### src/rtl/pin_tx_pkg.sv
// Shared constants, one-hot state encoding and helpers for the PIN transmitter.
package pin_tx_pkg;

  localparam int unsigned DIGIT_W         = 4;
  localparam int unsigned PIN_LEN         = 4;

  localparam int unsigned GAP_DEF         = 2;
  localparam int unsigned TIMEOUT_DEF     = 16;
  localparam int unsigned HOLD_DEF        = 8;
  localparam int unsigned MAX_FAIL_DEF    = 3;
  localparam int unsigned LOCK_CYCLES_DEF = 64;

  typedef enum logic [8:0] {
    StIdle      = 9'b0_0000_0001,
    StCaptura   = 9'b0_0000_0010,
    StSolicitar = 9'b0_0000_0100,
    StSetup     = 9'b0_0000_1000,
    StStrobe    = 9'b0_0001_0000,
    StGap       = 9'b0_0010_0000,
    StEspera    = 9'b0_0100_0000,
    StMostrar   = 9'b0_1000_0000,
    StBloqueo   = 9'b1_0000_0000
  } state_e;

  function automatic int unsigned max_u(input int unsigned a, input int unsigned b);
    return (a > b) ? a : b;
  endfunction

endpackage

### src/rtl/pin_transmitter_cycle_timer.sv
// Loadable down-counter; done is high during the last cycle of a loaded interval.
module cycle_timer #(
  parameter int unsigned WIDTH = 8
) (
  input  logic             clk,
  input  logic             rst,
  input  logic             load,
  input  logic [WIDTH-1:0] value,
  output logic             done
);

  logic [WIDTH-1:0] count_q;

  always_ff @(posedge clk or posedge rst) begin
    if (rst) begin
      count_q <= '0;
    end else if (load) begin
      count_q <= value;
    end else if (count_q != '0) begin
      count_q <= count_q - WIDTH'(1);
    end
  end

  assign done = (count_q == WIDTH'(1));

endmodule

### src/rtl/pin_transmitter.sv
// Keypad-side PIN sender: captures four keys, paces them to the access controller,
// shows the verdict and locks out after repeated failures.
module pin_transmitter
  import pin_tx_pkg::*;
#(
  parameter int unsigned GAP         = GAP_DEF,
  parameter int unsigned TIMEOUT     = TIMEOUT_DEF,
  parameter int unsigned HOLD        = HOLD_DEF,
  parameter int unsigned MAX_FAIL    = MAX_FAIL_DEF,
  parameter int unsigned LOCK_CYCLES = LOCK_CYCLES_DEF
) (
  input  logic               CLK,
  input  logic               RESET,
  input  logic               KEY_VALID,
  input  logic [DIGIT_W-1:0] KEY_CODE,
  input  logic               KEY_CLEAR,
  input  logic               ACCESO_ACEPTADO,
  input  logic               ACCESO_DENEGADO,
  output logic               SOLICITUD_ACCESO,
  output logic [DIGIT_W-1:0] DIGITO,
  output logic               DIGITO_STB,
  output logic               LED_OK,
  output logic               LED_ERROR,
  output logic               BLOQUEADO,
  output logic               BUSY
);

  localparam int unsigned TW = $clog2(max_u(max_u(GAP, TIMEOUT), max_u(HOLD, LOCK_CYCLES)) + 1);
  localparam int unsigned FW = $clog2(MAX_FAIL + 1);
  localparam int unsigned CW = $clog2(PIN_LEN);

  state_e                            state_q, state_d;
  logic [PIN_LEN-1:0][DIGIT_W-1:0]   pin_q, pin_d;
  logic [CW-1:0]                     cnt_q, cnt_d, idx_q, idx_d;
  logic                              full_q, full_d;
  logic [FW-1:0]                     fail_q, fail_d;
  logic                              sol_q, sol_d, stb_q, stb_d, ok_q, ok_d, err_q, err_d;
  logic                              blq_q, blq_d, busy_q, busy_d;
  logic [DIGIT_W-1:0]                dig_q, dig_d;
  logic                              tmr_load, tmr_done;
  logic [TW-1:0]                     tmr_value;

  cycle_timer #(
    .WIDTH (TW)
  ) u_timer (
    .clk   (CLK),
    .rst   (RESET),
    .load  (tmr_load),
    .value (tmr_value),
    .done  (tmr_done)
  );

  always_comb begin
    state_d   = state_q;
    pin_d     = pin_q;
    cnt_d     = cnt_q;
    full_d    = full_q;
    idx_d     = idx_q;
    fail_d    = fail_q;
    ok_d      = ok_q;
    err_d     = err_q;
    tmr_load  = 1'b0;
    tmr_value = '0;

    unique case (state_q)
      StIdle, StCaptura: begin
        if (KEY_CLEAR) begin
          pin_d   = '0;
          cnt_d   = '0;
          full_d  = 1'b0;
          state_d = StIdle;
        end else if (KEY_VALID && !full_q) begin
          pin_d[cnt_q] = KEY_CODE;
          cnt_d        = cnt_q + CW'(1);
          if (cnt_q == CW'(PIN_LEN - 1)) begin
            full_d  = 1'b1;
            state_d = StSolicitar;
          end else begin
            state_d = StCaptura;
          end
        end
      end
      StSolicitar: begin
        idx_d   = '0;
        state_d = StSetup;
      end
      StSetup:  state_d = StStrobe;
      StStrobe: begin
        state_d   = StGap;
        tmr_load  = 1'b1;
        tmr_value = TW'(GAP);
      end
      StGap: begin
        if (tmr_done) begin
          if (idx_q == CW'(PIN_LEN - 1)) begin
            state_d   = StEspera;
            tmr_load  = 1'b1;
            tmr_value = TW'(TIMEOUT);
          end else begin
            idx_d   = idx_q + CW'(1);
            state_d = StSetup;
          end
        end
      end
      StEspera: begin
        // A grant in the final timeout cycle still counts; denial wins over a grant.
        if (ACCESO_DENEGADO || (!ACCESO_ACEPTADO && tmr_done)) begin
          err_d     = 1'b1;
          fail_d    = (fail_q == FW'(MAX_FAIL)) ? fail_q : fail_q + FW'(1);
          state_d   = StMostrar;
          tmr_load  = 1'b1;
          tmr_value = TW'(HOLD);
        end else if (ACCESO_ACEPTADO) begin
          ok_d      = 1'b1;
          fail_d    = '0;
          state_d   = StMostrar;
          tmr_load  = 1'b1;
          tmr_value = TW'(HOLD);
        end
      end
      StMostrar: begin
        if (tmr_done) begin
          ok_d   = 1'b0;
          err_d  = 1'b0;
          pin_d  = '0;
          cnt_d  = '0;
          full_d = 1'b0;
          if (fail_q == FW'(MAX_FAIL)) begin
            state_d   = StBloqueo;
            tmr_load  = 1'b1;
            tmr_value = TW'(LOCK_CYCLES);
          end else begin
            state_d = StIdle;
          end
        end
      end
      StBloqueo: begin
        if (tmr_done) begin
          fail_d  = '0;
          state_d = StIdle;
        end
      end
      default: state_d = StIdle;
    endcase
  end

  // Outputs are decoded from the next state so they come straight from flops.
  always_comb begin
    sol_d  = (state_d == StSolicitar);
    stb_d  = (state_d == StStrobe);
    blq_d  = (state_d == StBloqueo);
    busy_d = !((state_d == StIdle) || (state_d == StCaptura));
    dig_d  = (state_d == StSetup) ? pin_q[idx_d] : dig_q;
  end

  always_ff @(posedge CLK or posedge RESET) begin
    if (RESET) begin
      state_q <= StIdle;
      pin_q   <= '0;
      cnt_q   <= '0;
      full_q  <= 1'b0;
      idx_q   <= '0;
      fail_q  <= '0;
      sol_q   <= 1'b0;
      stb_q   <= 1'b0;
      ok_q    <= 1'b0;
      err_q   <= 1'b0;
      blq_q   <= 1'b0;
      busy_q  <= 1'b0;
      dig_q   <= '0;
    end else begin
      state_q <= state_d;
      pin_q   <= pin_d;
      cnt_q   <= cnt_d;
      full_q  <= full_d;
      idx_q   <= idx_d;
      fail_q  <= fail_d;
      sol_q   <= sol_d;
      stb_q   <= stb_d;
      ok_q    <= ok_d;
      err_q   <= err_d;
      blq_q   <= blq_d;
      busy_q  <= busy_d;
      dig_q   <= dig_d;
    end
  end

  assign SOLICITUD_ACCESO = sol_q;
  assign DIGITO_STB       = stb_q;
  assign DIGITO           = dig_q;
  assign LED_OK           = ok_q;
  assign LED_ERROR        = err_q;
  assign BLOQUEADO        = blq_q;
  assign BUSY             = busy_q;

endmodule

### config.mk
export PLATFORM = sky130hd
export DESIGN_NAME = pin_transmitter
export DESIGN_NICKNAME = d
export VERILOG_FILES = /design/src/rtl/pin_tx_pkg.sv /design/src/rtl/pin_transmitter_cycle_timer.sv /design/src/rtl/pin_transmitter.sv
export SDC_FILE = /design/constraint.sdc
export NUM_CORES = 1
export LEC_CHECK = 0
export CORE_UTILIZATION = 47
export CTS_BUF_LIST = sky130_fd_sc_hd__clkbuf_4 sky130_fd_sc_hd__clkbuf_8 sky130_fd_sc_hd__clkbuf_16
export DETAILED_ROUTE_END_ITERATION = 10
export PLACE_DENSITY = 0.69
export SLEW_MARGIN = 30
export SYNTH_ARGS = -nofsm -noshare
export SYNTH_HDL_FRONTEND = slang
export SYNTH_SLANG_ARGS = --single-unit
### constraint.sdc
create_clock -name CLK -period 2.2 [get_ports CLK]
set_clock_uncertainty 0.1 [all_clocks]
set_input_delay 0.22 -clock CLK [delete_from_list [all_inputs] [get_ports CLK]]
set_output_delay 0.22 -clock CLK [all_outputs]
set_load 0.02 [all_outputs]
## Word-level counts from Yosys, hierarchy flattened

Index checks and enable logic that the tools add are counted.

| operators by class | value |
|---|---|
| $add $sub $neg | 4 |
| magnitude comparators | 3 |
| eq/ne operators | 28 |
| multiplexer cells | 57 |
| reductions and logical operators | 19 |

Operators with widths:

| cell | number |
|---|---|
| $mux 9 | 8 |
| $pmux 9 s8 | 1 |
| $mux 16 | 3 |
| $mux 7 | 5 |
| $pmux 16 s2 | 1 |
| $pmux 7 s4 | 1 |
| $eq 9x1->1 const B | 2 |
| $eq 9x2->1 const B | 2 |
| $eq 9x3->1 const B | 2 |
| $eq 9x4->1 const B | 2 |
| $eq 9x5->1 const B | 2 |
| $eq 9x9->1 const B | 2 |
| $bwmux 16 | 1 |
| $mux 2 | 8 |
| $mux 4 | 4 |
| $mux 1 | 13 |
| $ne 3x3->1 const B | 4 |
| $pmux 2 s2 | 3 |
| $reduce_and 4->1 | 3 |
| $mux 5 | 2 |
| $ne 2x2->1 const B | 5 |
| $eq 9x6->1 const B | 1 |
| $eq 9x7->1 const B | 1 |
| $eq 9x8->1 const B | 1 |
| 18 further kinds | 34 |

| word-level totals | value |
|---|---|
| bits in registers | 49 |
| input bits | 10 |
| output and inout bits | 10 |

## Depth between registers and ports, before layout

| logic depth | value |
|---|---|
| depth in word-level cells | 8 |
| mapped depth | 8 |
| gate-level depth less buffers | 7 |

## Hierarchy

Synthesis repeated with hierarchy kept, for this count alone.

| second synthesis, totals | value |
|---|---|
| cells, all modules | 289 |
| area, all modules | 2889.0 sq um |

By module, submodules not included:

| module | instances | cells each | area an instance (sq um) | seq. area each (sq um) |
|---|---|---|---|---|
| pin_transmitter | 1 | 238 | 2374.8 | 1052.3 |
| cycle_timer | 1 | 51 | 514.2 | 175.2 |

## Worst setup path after synthesis

Ideal clock, no wire load.

| timing path | value |
|---|---|
| path kind | register -> register |
| start point | reg state_q[6] |
| end point | reg cnt_q[0] |
| data arrival time | 2.144 ns |
| required time | 1.982 ns |
| path slack | -0.162 ns |
| stages on the path, launching flop included | 7 |
| path buffers | 1 |
| cells stage by stage | dfrtp_1 buf_6 or4_4 or3_4 or3_4 and4_1 a21o_1 |

| on the way | value |
|---|---|
| cells in the longest elaborated chain, start to end | 4 |
| elaborated cells on any way between the ends | 9 |
| those cells by class | eq/ne: 5; mux: 1; reduce/logical: 3 |

Ends and longest elaborated chain:

| element | RTL line | text |
|---|---|---|
| from (decl) | pin_transmitter.sv:32 | `state_e state_q, state_d;` |
| from (signal assigned) | pin_transmitter.sv:158 | `state_q <= StIdle;` |
| from (signal assigned) | pin_transmitter.sv:172 | `state_q <= state_d;` |
| $eq 9x1->1 or $eq 9x2->1 (tied branches) | pin_transmitter.sv:65 | `unique case (state_q)` |
| $reduce_or 2->1 | pin_transmitter.sv:65 |  |
| $ne 3x3->1 (no line) or $reduce_bool 2->1 (tied branches) | -- |  |
| $reduce_and 3->1 (no line) | -- |  |
| to (signal assigned) | pin_transmitter.sv:174 | `cnt_q <= cnt_d;` |
| to (decl) | pin_transmitter.sv:34 | `logic [CW-1:0] cnt_q, cnt_d, idx_q, idx_d;` |

Several ways; a longest one is shown, not always the timed one.
A chain may end at the register's enable or synchronous reset.

## Worst setup path after layout

| timing path | value |
|---|---|
| start point | reg state_q[2] |
| end point | reg cnt_q[0] |

The elaborated chain is that of the path after synthesis.

==> impl_metrics.yaml <==
cts:
  cts_buffers: 5
  max-clock-path-buffers: 2
  num_clock_sinks: 49
  cts_root_buffer: "clkbuf_8"
  clock_tree.htree_level_count: 2
  cts.reportedPaths.clkPinSlew_ns: 0.10
  holdBufCountCts: 0
  tritoncts: "yes"
  worstSkewPairLatency_ns: 0.31
flow_run:
  cap_viol_max_count: 0
grt:
  first_pass_grt_wire_length_mm: 10.9
  grt_max_degree: 50
  first_global_vias: 2342
  antenna_violations_before_repair: 0
  grt_usage_pct: 22.4
  globalRouteOverflowTotal: 0
timing:
  rsz0062_at_grt: "true"
  timing.slew.headroom_pct: 64.2
  hold-worst-slack_ns: 0.156
  fin_crit_sh_pct: 104
  setup_tns_ns: -1.05
  setup_viol_count_final: 19
  max_freq_mhz: 436
  hold_viol_final: 0
  worst_slack_ns: -0.0920
  timing_worst_slew_pin_value_ns: 0.537
  report.final.slew_viol_count: 0
  final_period_minus_worst_setup_slack_ns: 2.29
synth:
  synth-async-reset-ratio_pct: 100
  ys_dominant_reg_cell: "dfrtp_1"
  synth-warning-count: 0
  synth_enable_flop_cells: 0
  syn-cell-area_um2: 2780
  synth_fp_nets: 309
  syn-instance-count: 291
  postSynthRegisterBits: 49
  ys_types: 52
  synth.yosys.seq_area_share_pct: 44.1
  syn_avg_cell_area_um2: 9.56
detailed_routing:
  routed_wirelength_mm: 6.61
  detailroute.via_count: 2366
  viasPerCell: 5.69
  drt-wirelength-per-cell_um: 15.9
  dr.first_iter.drc_count: 109
  remaining_drc_errors: 0
  drtPass1Iterations: 4
  postRouteAntennaNets: 0
floorplan:
  die_height_um: 78.9
  die_area_um2: 6230
  die_w_um: 78.9
  floorplan.core_area_um2: 5610
  placementRows: 27
  design.portCount: 20
  start_util_pct: 49.6
final_layout:
  post-route-cell-area_um2: 3600
  p_r_area_growth_vs_syn_pct: 29.3
  layout_commonest_cell: "dfrtp_1"
  area.sequential_um2: 1230
  fin_nets: 361
  fillerInstances: 471
  mostFrequentLayoutCells: "dfrtp_1, buf_4, nand2_1"
  diodes: 0
  drive_above_1_share_pct: 24.7
  final_core_util_pct: 64.1
  multi_input_combinational_cell_area_um2: 1610
place:
  gp_congestion: 0.844
  detailed_place.area_um2: 3300
  port_buffers: 19
  place.detailed.hpwl_mm: 4.65
outcome:
  failed_checks: "negative setup slack"
  status: "complete, but fails checks"
hold_path:
  hold_path.class: "primary input to async pin"
critical_path:
  worstPathBufferInverterCount: 0
  critical_path.max_fanout: 5
  cell_chain_of_the_critical_path: "or4_4 -> or3_4 -> or3_4 -> and4_1 -> a21o_1"
  data_required_time_of_the_critical_path_ns: 2.32
  timing_worst_setup_path_type: "flip-flop to flip-flop"
  cp_common_cell: "or3_4"
  critical_path_arrival_ns: 2.41
  critical_path.endpoint_type: "flip-flop"
  slowest_stage: "or4_4"
  path_delay_family: "simple AND/OR/NAND/NOR gates"
  slowest_delay_ns: 0.54
  worstSetupStartpointType: "flip-flop"
pwr:
  leakage_nw: 1.63
  power_w: 0.00382
  power.density_nw_per_um2: 1060
  vdd_drop_max_uv: 760
## metrics by stage
step                      cells  setup WS [ns]
after floorplan             291         -0.154
after global placement      404        -0.0745
after detailed placement    404         -0.110
after CTS                   412        -0.0897
after global routing        416         -0.149
final                       416        -0.0920
## registers in the layout, indices dropped and copies added, names as in the netlist, 2 cells and up
register         cells
u_timer.count_q      7
idx_q                2
DIGITO               4
fail_q               2
cnt_q                2
pin_q               16
state_q              9
## cell usage after synthesis (2+ instances only)
library cell / instances / area [um2]
mux2i_1: 18 / 180
nand3_1: 7 / 35.0
nor2_1: 13 / 48.8
or3_4: 2 / 22.5
or2_2: 2 / 12.5
nand3b_1: 2 / 15.0
ha_1: 8 / 100
o21a_1: 2 / 15.0
inv_1: 15 / 56.3
a21oi_1: 16 / 80.1
nand2_1: 35 / 131
xor2_1: 5 / 43.8
a211o_1: 2 / 17.5
nand2b_1: 3 / 18.8
a21o_1: 3 / 22.5
o221ai_1: 4 / 35.0
clkbuf_1: 13 / 48.8
or3_1: 7 / 43.8
nor3_1: 14 / 70.1
a32o_1: 2 / 20.0
o22ai_1: 5 / 31.3
a22o_1: 3 / 26.3
nand3_2: 3 / 30.0
xnor2_1: 4 / 35.0
or4_1: 4 / 30.0
o21ai_0: 10 / 50.1
o211a_1: 2 / 20.0
dfrtp_1: 48 / 1200
nor4_1: 5 / 31.3
o2bb2ai_1: 4 / 35.0
nor3b_1: 4 / 30.0
a31oi_1: 3 / 18.8
a311o_1: 4 / 40.0
## logic make-up (layout without fill, tap and decap cells)
kind of cell / count (synthesis) / count (layout) / synth area share (%)
XOR/XNOR: 9 / 9 / 2.83
multiplexers: 18 / 18 / 6.48
AO/OA/AOI/OAI: 69 / 69 / 17.8
adder cells (fa/ha/maj): 8 / 8 / 3.60
buffers and inverters: 30 / 83 / 4.36
AND/OR/NAND/NOR: 108 / 108 / 20.8
flip-flops: 49 / 49 / 44.1
## final cells by class
type                       count  area share [%]
inverter                      15            1.57
timing repair buffer          60            14.4
clock inverter                 3           0.731
tap                           72            2.51
clock buffer                   5            1.91
sequential                    49            34.2
multi-input combinational    212            44.7
## layer usage
layer | wire, um | vias up | global-route usage (%) | part of all wire, %
li1 | - | 1173 | - | -
met1 | 3050 | 1152 | 29.2 | 46
met2 | 3250 | 32 | 37.6 | 49
met3 | 195 | 9 | 3.33 | 3.0
met4 | 114 | 0 | 8.73 | 1.7
met5 | 0 | - | 0 | 0
## where the power goes
part / total [W] / switching, W / leakage, nW / internal (W)
logic: 0.00185 / 0.000942 / 0.948 / 0.000912
registers: 0.00141 / 0.000221 / 0.635 / 0.00119
clock network: 0.000563 / 0.000331 / 0.0487 / 0.000232
total: 0.00382 / 0.00149 / 1.63 / 0.00233
## repair_timing
action | in CTS | in global routing
endpoints found under the setup margin | 31 | 39
buffers inserted | 0 | 4
pin swaps | 8 | 2
gates resized for setup | 11 | 21
## worst min-delay path, cell delays in order
cell and delay (ns):
clkdlybuf4s50_1 0.41, inv_2 0.07, buf_12 0.26
## path summary, 6_finish.rpt
check                           slack, ns  cells after the start       start          to
worst max-delay path                -0.09                      5  state_q[2]    cnt_q[0]
max in group asynchronous            1.56                      3       RESET  state_q[0]
min in group CLK                     0.40                      1      full_q      full_q
worst min register to register       0.40                      1      full_q      full_q
worst max register to register      -0.09                      5  state_q[2]    cnt_q[0]
worst min-delay path                 0.16                      3       RESET    pin_q[7]
No activity file was read; power rests on OpenSTA's default activity.
